`src/rtl/serial_frame_pkg.sv`:
```
// Shared types and constants for the serial frame link (sender and receiver).
// Latency: n/a (declarations only).
// Backpressure: n/a.
package serial_frame_pkg;

    localparam int          LEN_W      = 8;
    localparam int          SYNC_W_DEF = 4;
    localparam logic [3:0]  SYNC_DEF   = 4'b1101;
    localparam int          FETCH_W    = LEN_W - 2;   // holds ceil(255/8) = 32

    typedef enum logic [2:0] {
        ST_IDLE,
        ST_SYNC,
        ST_LEN,
        ST_PAYLOAD,
        ST_DONE
    } state_e;

    // Number of payload bytes needed to carry l bits.
    function automatic logic [FETCH_W-1:0] bytes_for_len(input logic [LEN_W-1:0] l);
        logic [LEN_W:0] s;
        s = {1'b0, l} + (LEN_W + 1)'(7);
        return s[LEN_W:3];
    endfunction

endpackage

```
`src/rtl/serial_frame_sender_if.sv`:
```
// Frame request, byte source handshake and serial line of the frame sender.
// Latency: n/a (wiring only).
// Backpressure: data_valid/data_ready on the byte source; start is a level request.
interface serial_frame_sender_if;
    import serial_frame_pkg::*;

    logic             start;
    logic [LEN_W-1:0] len;
    logic [7:0]       data_in;
    logic             data_valid;
    logic             data_ready;
    logic             serout;
    logic             busy;
    logic             done;
    logic             underrun;

    modport master (
        output start, len, data_in, data_valid,
        input  data_ready, serout, busy, done, underrun
    );

    modport slave (
        input  start, len, data_in, data_valid,
        output data_ready, serout, busy, done, underrun
    );

endinterface

```
`src/rtl/piso_shift8.sv`:
```
// 8-bit parallel-in serial-out shifter, MSB first.
// Latency: loaded byte's MSB on dout the cycle after load.
// Backpressure: none; load has priority over shift.
module piso_shift8 (
    input  logic       clk,
    input  logic       rst,
    input  logic       load,
    input  logic       shift,
    input  logic [7:0] load_dat,
    output logic       dout
);

    logic [7:0] sh_q;

    always_ff @(posedge clk or negedge rst) begin
        if (!rst) begin
            sh_q <= '0;
        end else if (load) begin
            sh_q <= load_dat;
        end else if (shift) begin
            sh_q <= {sh_q[6:0], 1'b0};
        end
    end

    assign dout = sh_q[7];

endmodule

```
`src/rtl/serial_frame_sender.sv`:
```
// Serial frame sender: sync pattern, 8-bit length, then len payload bits MSB-first.
// Latency: first sync bit on serout the cycle after start is sampled; all outputs registered.
// Backpressure: one-byte buffer pulls via data_ready; a missing byte at a load point sends zeros and pulses underrun.
module serial_frame_sender
    import serial_frame_pkg::*;
#(
    parameter int                SYNC_W = SYNC_W_DEF,
    parameter logic [SYNC_W-1:0] SYNC   = SYNC_W'(SYNC_DEF)
) (
    input  logic                 clk,
    input  logic                 rst,
    serial_frame_sender_if.slave bus
);

    localparam int CW = (SYNC_W > 8) ? $clog2(SYNC_W) : 3;

    state_e             state_q, state_nxt;
    logic [CW-1:0]      bit_cnt_q, bit_cnt_nxt;
    logic [LEN_W-1:0]   pay_cnt_q, pay_cnt_nxt;
    logic [LEN_W-1:0]   len_q, len_nxt;
    logic [FETCH_W-1:0] fetch_q, fetch_nxt;
    logic [7:0]         buf_q, buf_nxt;
    logic               buf_full_q, buf_full_nxt;
    logic               serout_q, serout_nxt;
    logic               busy_q, busy_nxt;
    logic               done_q, done_nxt;
    logic               ready_q, ready_nxt;
    logic               underrun_q, underrun_nxt;

    logic               hs;
    logic               load_pt;
    logic               shift_en;
    logic [7:0]         ld_byte;
    logic [SYNC_W-1:0]  sync_sh;
    logic [7:0]         len_sh;
    logic               piso_dout;

    // The MSB of each byte leaves through serout_q directly, so the shifter
    // is loaded already advanced by one bit and supplies the following bits.
    piso_shift8 u_piso (
        .clk      (clk),
        .rst      (rst),
        .load     (load_pt),
        .shift    (shift_en),
        .load_dat ({ld_byte[6:0], 1'b0}),
        .dout     (piso_dout)
    );

    always_ff @(posedge clk or negedge rst) begin
        if (!rst) begin
            state_q    <= ST_IDLE;
            bit_cnt_q  <= '0;
            pay_cnt_q  <= '0;
            len_q      <= '0;
            fetch_q    <= '0;
            buf_q      <= '0;
            buf_full_q <= 1'b0;
            serout_q   <= 1'b0;
            busy_q     <= 1'b0;
            done_q     <= 1'b0;
            ready_q    <= 1'b0;
            underrun_q <= 1'b0;
        end else begin
            state_q    <= state_nxt;
            bit_cnt_q  <= bit_cnt_nxt;
            pay_cnt_q  <= pay_cnt_nxt;
            len_q      <= len_nxt;
            fetch_q    <= fetch_nxt;
            buf_q      <= buf_nxt;
            buf_full_q <= buf_full_nxt;
            serout_q   <= serout_nxt;
            busy_q     <= busy_nxt;
            done_q     <= done_nxt;
            ready_q    <= ready_nxt;
            underrun_q <= underrun_nxt;
        end
    end

    always_comb begin
        state_nxt    = state_q;
        bit_cnt_nxt  = bit_cnt_q;
        pay_cnt_nxt  = pay_cnt_q;
        len_nxt      = len_q;
        fetch_nxt    = fetch_q;
        buf_nxt      = buf_q;
        buf_full_nxt = buf_full_q;
        load_pt      = 1'b0;
        shift_en     = 1'b0;
        serout_nxt   = 1'b0;
        hs           = bus.data_valid && ready_q;
        ld_byte      = buf_full_q ? buf_q : 8'h00;

        case (state_q)
            ST_IDLE: begin
                if (bus.start) begin
                    state_nxt   = ST_SYNC;
                    bit_cnt_nxt = '0;
                    len_nxt     = bus.len;
                    fetch_nxt   = bytes_for_len(bus.len);
                end
            end
            ST_SYNC: begin
                if (bit_cnt_q == CW'(SYNC_W - 1)) begin
                    state_nxt   = ST_LEN;
                    bit_cnt_nxt = '0;
                end else begin
                    bit_cnt_nxt = bit_cnt_q + CW'(1);
                end
            end
            ST_LEN: begin
                if (bit_cnt_q == CW'(7)) begin
                    bit_cnt_nxt = '0;
                    if (len_q != '0) begin
                        state_nxt   = ST_PAYLOAD;
                        pay_cnt_nxt = len_q - LEN_W'(1);
                        load_pt     = 1'b1;
                    end else begin
                        state_nxt   = ST_DONE;
                    end
                end else begin
                    bit_cnt_nxt = bit_cnt_q + CW'(1);
                end
            end
            ST_PAYLOAD: begin
                // pay_cnt_q counts bits still to send after the current one
                if (pay_cnt_q == '0) begin
                    state_nxt = ST_DONE;
                end else begin
                    pay_cnt_nxt = pay_cnt_q - LEN_W'(1);
                    if (bit_cnt_q == CW'(7)) begin
                        bit_cnt_nxt = '0;
                        load_pt     = 1'b1;
                    end else begin
                        bit_cnt_nxt = bit_cnt_q + CW'(1);
                        shift_en    = 1'b1;
                    end
                end
            end
            ST_DONE: begin
                state_nxt = ST_IDLE;
            end
            default: begin
                state_nxt = ST_IDLE;
            end
        endcase

        if (hs) begin
            buf_nxt   = bus.data_in;
            fetch_nxt = fetch_nxt - FETCH_W'(1);
        end

        // An empty buffer at a load point still consumes that byte's fetch slot.
        if (load_pt) begin
            buf_full_nxt = hs;
            if (!buf_full_q && fetch_nxt != '0) begin
                fetch_nxt = fetch_nxt - FETCH_W'(1);
            end
        end else if (hs) begin
            buf_full_nxt = 1'b1;
        end

        if (state_nxt == ST_IDLE || state_nxt == ST_DONE) begin
            buf_full_nxt = 1'b0;
        end

        sync_sh = SYNC << bit_cnt_nxt;
        len_sh  = len_nxt << bit_cnt_nxt[2:0];

        case (state_nxt)
            ST_SYNC:    serout_nxt = sync_sh[SYNC_W-1];
            ST_LEN:     serout_nxt = len_sh[7];
            ST_PAYLOAD: serout_nxt = load_pt ? ld_byte[7] : piso_dout;
            default:    serout_nxt = 1'b0;
        endcase

        ready_nxt    = !buf_full_nxt && (fetch_nxt != '0) &&
                       (state_nxt == ST_SYNC || state_nxt == ST_LEN || state_nxt == ST_PAYLOAD);
        busy_nxt     = (state_nxt != ST_IDLE);
        done_nxt     = (state_nxt == ST_DONE);
        underrun_nxt = load_pt && !buf_full_q;
    end

    assign bus.data_ready = ready_q;
    assign bus.serout     = serout_q;
    assign bus.busy       = busy_q;
    assign bus.done       = done_q;
    assign bus.underrun   = underrun_q;

endmodule

```
`src/flat_wrapper.sv`:
```
// flat-port wrapper written by rule: the top's interface ports become plain ports
module serial_frame_sender_flat import serial_frame_pkg::*;
#(
    parameter int                SYNC_W = SYNC_W_DEF,
    parameter logic [SYNC_W-1:0] SYNC   = SYNC_W'(SYNC_DEF)
)
  (clk, rst, bus_start, bus_len, bus_data_in, bus_data_valid, bus_data_ready, bus_serout, bus_busy, bus_done, bus_underrun);
  serial_frame_sender_if bus_i ();
  input  logic clk;
  input  logic rst;
  input wire logic [$bits(bus_i.start)-1:0] bus_start;
  input wire logic [$bits(bus_i.len)-1:0] bus_len;
  input wire logic [$bits(bus_i.data_in)-1:0] bus_data_in;
  input wire logic [$bits(bus_i.data_valid)-1:0] bus_data_valid;
  output wire logic [$bits(bus_i.data_ready)-1:0] bus_data_ready;
  output wire logic [$bits(bus_i.serout)-1:0] bus_serout;
  output wire logic [$bits(bus_i.busy)-1:0] bus_busy;
  output wire logic [$bits(bus_i.done)-1:0] bus_done;
  output wire logic [$bits(bus_i.underrun)-1:0] bus_underrun;
  assign bus_i.start = bus_start;
  assign bus_i.len = bus_len;
  assign bus_i.data_in = bus_data_in;
  assign bus_i.data_valid = bus_data_valid;
  assign bus_data_ready = bus_i.data_ready;
  assign bus_serout = bus_i.serout;
  assign bus_busy = bus_i.busy;
  assign bus_done = bus_i.done;
  assign bus_underrun = bus_i.underrun;
  serial_frame_sender #(.SYNC_W(SYNC_W), .SYNC(SYNC)) u_core (.clk(clk), .rst(rst), .bus(bus_i));
endmodule
```
`config.mk`:
```
export PLATFORM = sky130hd
export DESIGN_NAME = serial_frame_sender_flat
export DESIGN_NICKNAME = d
export VERILOG_FILES = /design/src/rtl/serial_frame_pkg.sv /design/src/rtl/serial_frame_sender_if.sv /design/src/rtl/piso_shift8.sv /design/src/rtl/serial_frame_sender.sv /design/src/flat_wrapper.sv
export SDC_FILE = /design/constraint.sdc
export NUM_CORES = 1
export LEC_CHECK = 0
export ABC_AREA = 1
export CAP_MARGIN = 25
export CORE_MARGIN = 2
export CORE_UTILIZATION = 52
export CTS_CLUSTER_SIZE = 12
export DETAILED_ROUTE_END_ITERATION = 8
export HOLD_SLACK_MARGIN = 0.15
export PLACE_DENSITY = 0.73
export REMOVE_ABC_BUFFERS = 1
export SLEW_MARGIN = 40
export SYNTH_ARGS = -nofsm -noshare
export SYNTH_HDL_FRONTEND = slang
export SYNTH_SLANG_ARGS = --single-unit
```
`constraint.sdc`:
```
create_clock -name clk -period 2.8 [get_ports clk]
set_input_delay 0.56 -clock clk [delete_from_list [all_inputs] [get_ports clk]]
set_output_delay 0.56 -clock clk [all_outputs]
set_load 0.01 [all_outputs]
```
* Word-level counts from Yosys, hierarchy flattened
Index checks and enable logic that the tools add are counted.
** Word-level totals
- Register bits after elaboration :: 50
- Word-level logic and storage cells :: 91
- Output and inout bits :: 5
- Bits of input ports :: 20
** Operators by class
- Reduce and logical (&&, ||, !) cells :: 20
- Mux-type cells :: 38
- Equal/unequal tests :: 12
- $add $sub $neg :: 6
- Shifts and indexed selects :: 2
** Operators by type and width (number)
- $mux 8 :: 8
- $mux 6 :: 5
- $mux 3 :: 9
- $pmux 3 s4 :: 2
- $pmux 8 s2 :: 1
- $sub 8x1->8 const B :: 2
- $eq 3x2->1 const B :: 5
- $reduce_bool 6->1 :: 2
- $sub 6x1->6 const B :: 2
- $mux 1 :: 11
- $add 8x3->9 const B :: 1
- $logic_not 8->1 :: 1
- $reduce_bool 8->1 :: 1
- $shl 8x3->8 :: 1
- $eq 3x1->1 const B :: 2
- $eq 3x3->1 const B :: 2
- $logic_not 3->1 :: 2
- $logic_and 1x1->1 :: 5
- $ne 2x1->1 const B :: 2
- $reduce_and 4->1 :: 1
- $reduce_bool 2->1 :: 2
- $shl 4x3->4 const A :: 1
- $add 3x1->3 const B :: 1
- $logic_or 1x1->1 :: 3
- 5 further kinds :: 6

* Logic depth before layout (Yosys ltp)
- Depth in word-level cells :: 12
- Mapped depth :: 21
- Depth with buffers taken out :: 21

* Modules after synthesis
Synthesis repeated with hierarchy kept, for this count alone.
** Unflattened totals
- Cell total of the unflattened synthesis :: 429
- Area total of the unflattened synthesis :: 3096.7 µm²
** By module, submodules not included
- serial_frame_sender :: area each 2720.1 µm², instances 1, cells an instance 386
- piso_shift8 :: area each 376.6 µm², instances 1, cells an instance 43

* Worst setup path after synthesis
No wires, ideal clock.
- Path type :: in2reg
- Start point :: input bus_len[1]
- End point :: register u_core.ready_q (netlist: u_core.bus.data_ready)
- Path buffers :: 0
- Setup slack :: 168 ps
- Arrival :: 2509 ps
- Required time :: 2677 ps
- Cell stages on the path :: 19
- Library setup time :: 123 ps
- Path through :: nor2_1 -> nand2_1 -> nand2_1 -> nand2_1 -> nor2_1 -> nor2_2 -> ha_1 -> nand2_1 -> o21ai_2 -> ha_1 -> inv_1 -> nor2_2 -> nand3_1 -> o21bai_1 -> nand2_1 -> nand2_1 -> nand3_1 -> nor2_1 -> a21oi_1
** On the way
- Word-level cells in the longest chain between the ends :: 12
- Elaborated cells between the ends (all ways) :: 13
- Classes of those cells :: add/sub (3); mux (5); reduce/logical (5)
** Ends and longest elaborated chain
- start: declaration :: RTL line flat_wrapper.sv:12 : input wire logic [$bits(bus_i.len)-1:0] bus_len;
- $add 8x3->9 (*) :: RTL line serial_frame_pkg.sv:22 : s = {1'b0, l} + (LEN_W + 1)'(7);
- $mux 6 (*) :: RTL line serial_frame_sender.sv:95 : if (bus.start) begin
- $mux 6 (*) :: RTL line serial_frame_sender.sv:93 : case (state_q)
- $sub 6x1->6 :: RTL line serial_frame_sender.sv:149 : fetch_nxt = fetch_nxt - FETCH_W'(1);
- $mux 6 (*) :: RTL line serial_frame_sender.sv:147 : if (hs) begin
- branches (longest 3 deep; another with $sub 6x1->6)
- $mux 6 (*) :: RTL line serial_frame_sender.sv:153 : if (load_pt) begin
- $reduce_bool 6->1 (*) :: RTL line serial_frame_sender.sv:176 : ready_nxt = !buf_full_nxt && (fetch_nxt != '0) &&
- $logic_and 1x1->1 (*) (2 in a row) :: RTL line serial_frame_sender.sv:176
- named net u_core.ready_nxt :: RTL line serial_frame_sender.sv:27 : logic ready_q, ready_nxt;
- end signal: assignment :: RTL line serial_frame_sender.sv:74 : ready_q <= ready_nxt;
- end: declaration :: RTL line serial_frame_sender.sv:27
Mark *: on every way through the listed nets, which the timed path passes.
A chain may end at the register's enable or synchronous reset.

* Worst setup path after layout
- Start point :: input bus_len[4]
- End point :: register u_core.ready_q (netlist: u_core.bus.data_ready)
Same word-level chain as after synthesis.

==> key figures <==
Floorplan
  – Die footprint: 0.00645 mm^2
  – Core area: 0.00557 mm^2
  – Starting density of the core: 54.3%
  – Die W: 80.3 um
  – # IOs: 25
  – Die height: 80.3 um
  – Row count: 27

STA
  – Slew Viols, Final: 0
  – Endpoints failing hold: 0
  – Finish-stage setup viols: 0
  – Clock skew: 0.00698 ns
  – Hold slack: 0.200 ns
  – Slew margin rel.: 65.6%
  – Fin crit share: 96.7%
  – Slew at the pin with the worst max-slew slack: 0.517 ns
  – Final min period: 2.71 ns
  – Highest Clock Rate: 369 MHz
  – RSZ-0062 raised after global routing: true

Finish
  – Reg area: 0.00123 mm^2
  – Layout cells sized above 1: 21.6%
  – Area of the multi-input gates: 0.00159 mm^2
  – Fill count: 502
  – Area Growth Syn to Fin: 25.0%
  – Final #Nets: 500
  – Fin cells: 545
  – N_diodes: 0

Global route
  – Vias in the first global route: 2693
  – Grt ovf: 0
  – First-pass GRT wire length: 12200 um
  – Global router's overall resource usage: 24.3%
  – Pin count of the biggest net entering global routing: 24
  – Initial antenna violation count: 0

Synthesis
  – Asr flop ratio synth: 100%
  – Post-synth top flop: dfrtp_1
  – Synth top area share: 40.5%
  – Post-synth cell types: 35
  – Top-count cell post-synth: nand2_1
  – Yosys reg bits: 49
  – Dominant cell type by area after synthesis: dfrtp_1
  – Synth top area cells: dfrtp_1, nand2_1, inv_1
  – Synthesized area: 0.00303 mm^2
  – Cell count after synthesis: 409
  – Most frequent cells after synthesis: nand2_1, inv_1, dfrtp_1
  – Sequential area share after synthesis: 40.5%
  – Ys Warns: 0
  – Mapped Avg Cell Area: 7.41 um^2
  – Number of flops mapped to enable cells by yosys: 0

Pwr
  – Leak: 1.94 nW
  – Worst VDD drop: 0.000548 V
  – Power Density: 1040 mW/mm^2

CTS
  – Sink Count: 49
  – Worst skew pair latency: 0.32 ns
  – Cts bufs inserted: 5
  – Clk slew on worst S/H paths: 0.10 ns
  – Max clock buf depth: 2
  – Clock H-tree levels: 2
  – TritonCTS clock tree: done
  – CTS root buffer: clkbuf_8

Route
  – DRC Markers: 0
  – Via Count: 2799
  – Routed vias/inst: 5.14
  – Initial DRC Count: 102
  – Wire per inst: 13.2 um
  – Routed wire length: 7190 um
  – Drt pass-1 iters: 5
  – Final ANT Viol Nets: 0

Placed design
  – RePlAce Congestion: 0.861
  – Dpl hpwl: 5350 um
  – I/O Buffers: 24
  – Placed cells: 532

Setup path
  – WP data required: 3.00 ns
  – Worst-path cell chain: clkdlybuf4s50_1 -> nand2_1 -> inv_2 -> nand2_2 -> nand2_1 -> nor2_2 -> nor2_4 -> ha_1 -> inv_1 -> nor2_2 -> nand3_2 -> o21ai_2 -> nand2_2 -> inv_2 -> nand2_1 -> o21bai_1 -> nand2_1 -> nand2_2 -> nand3_1 -> nor2_1 -> a21oi_1
  – Buf+Inv Stages, Crit Path: 4
  – CP delay by family, top: simple AND/OR/NAND/NOR gates
  – Crit path DAT: 2.90 ns
  – Worst setup path class: input port to flip-flop
  – CP endpoint kind: flip-flop
  – CP max stage cell: clkdlybuf4s50_1
  – CP peak stage delay: 0.50 ns
  – Startpoint types: input port
  – CP Max Fanout: 3
  – R2R Setup Slk: 0.13 ns
  – Critical Path Most Common Cell: nand2_1

Hold path
  – Worst min path class: input port to asynchronous set/reset pin

Status
  – Status: completed

Flow run
  – Total of max-cap violations: 0
[worst reg2reg max path, delay by kind of cell, from the launching register on]
family,cells,cell delay [ns]
AOI/OAI and AO/OA,3,0.34
and+or+nand+nor,13,1.29
DFF,1,0.46
adders and majority gates,2,0.43
buffers and inverters,1,0.06
[area by class of cell]
cell class              count  area share (%)
multi-input cells         287            41.9
well taps                  72            2.38
inverters                  66            6.61
repair buffers             63            14.2
clock inverters             3           0.694
flip-flops and latches     49            32.4
clock buffers               5            1.82
[power by group]
| group | switching, mW | internal, mW |
|---|---|---|
| combinational | 1.34 | 0.911 |
| sequential | 0.211 | 1.02 |
| clock | 0.270 | 0.182 |
| total | 1.82 | 2.11 |
[what timing repair did]
action | CTS | global route
pin swaps | 6 | 12
hold buffers | 0 | 0
resized for setup | 9 | 18
setup endpoints to repair | 1 | 6
buffers inserted | 2 | 3
[cell families after synthesis]
kind of cell,synth area share [%]
compound gates,11.2
fa+ha+maj,3.30
buf+inv,9.62
flops,40.5
mux,0.991
simple gates,33.0
xor+xnor,1.45
[placed cells by master, fill, tap and decap left out, drive strengths merged]
master | Yosys | layout
nand2 | 114 | 114
inv | 64 | 65
dfrtp | 49 | 49
nor2 | 44 | 44
buf | 3 | 40
nand3 | 40 | 40
o21ai | 39 | 39
clkdlybuf4s50 | 0 | 19
a21oi | 14 | 14
ha | 8 | 8
a31oi | 5 | 5
nor3 | 5 | 5
clkbuf | 4 | 5
dlymetal6s2s | 0 | 4
nand4 | 3 | 3
mux2i | 3 | 3
xnor2 | 3 | 3
or2 | 3 | 3
clkinv | 2 | 2
xor2 | 2 | 2
clkinvlp | 0 | 2
a32oi | 1 | 1
o21bai | 1 | 1
o31ai | 1 | 1
a32o | 1 | 1
[per-stage QoR]
| step | utilization, % | power [mW] | setup TNS, ns | area [um^2] | setup WS, ns |
|---|---|---|---|---|---|
| final | 67.9 | 3.93 | 0 | 3790 | 0.0921 |
| after floorplan | - | 2.63 | 0 | 2990 | 0.148 |
| after CTS | 66.6 | 3.86 | 0 | 3710 | 0.00768 |
| after global placement | 64.0 | 3.30 | -1.53 | 3570 | -0.325 |
| after detailed placement | 64.0 | 3.36 | -2.01 | 3570 | -0.393 |
| after global routing | 67.9 | 4.32 | -0.110 | 3790 | -0.0964 |
[routing by layer]
metal | routed length [um] | track usage, %
met5 | 0 | 0
met4 | 136 | 7.80
met3 | 246 | 3.71
met2 | 3710 | 42.9
met1 | 3090 | 30.3
[path summary, 6_finish.rpt]
check                                        end             startpoint  depth (start not counted)
min in group clk           u_core.u_piso.sh_q[4]  u_core.u_piso.sh_q[4]                          2
max in group asynchronous  u_core.u_piso.sh_q[5]                    rst                          2
min reg2reg                u_core.u_piso.sh_q[4]  u_core.u_piso.sh_q[4]                          2
max reg2reg                u_core.bus.data_ready      u_core.state_q[2]                         19
min                              u_core.len_q[1]                    rst                          1
max                        u_core.bus.data_ready             bus_len[4]                         21
[state kept, by name (all words and copies together), names as in the netlist]
register,flops
u_core.bit_cnt_q,3
u_core.buf_full_q,1
u_core.fetch_q,6
u_core.bus.data_ready,1
u_core.bus.busy,1
u_core.u_piso.sh_q,7
u_core.bus.serout,1
u_core.pay_cnt_q,8
u_core.buf_q,8
u_core.bus.done,1
u_core.len_q,8
u_core.state_q,3
u_core.bus.underrun,1
(Power assumes the default switching activity.)
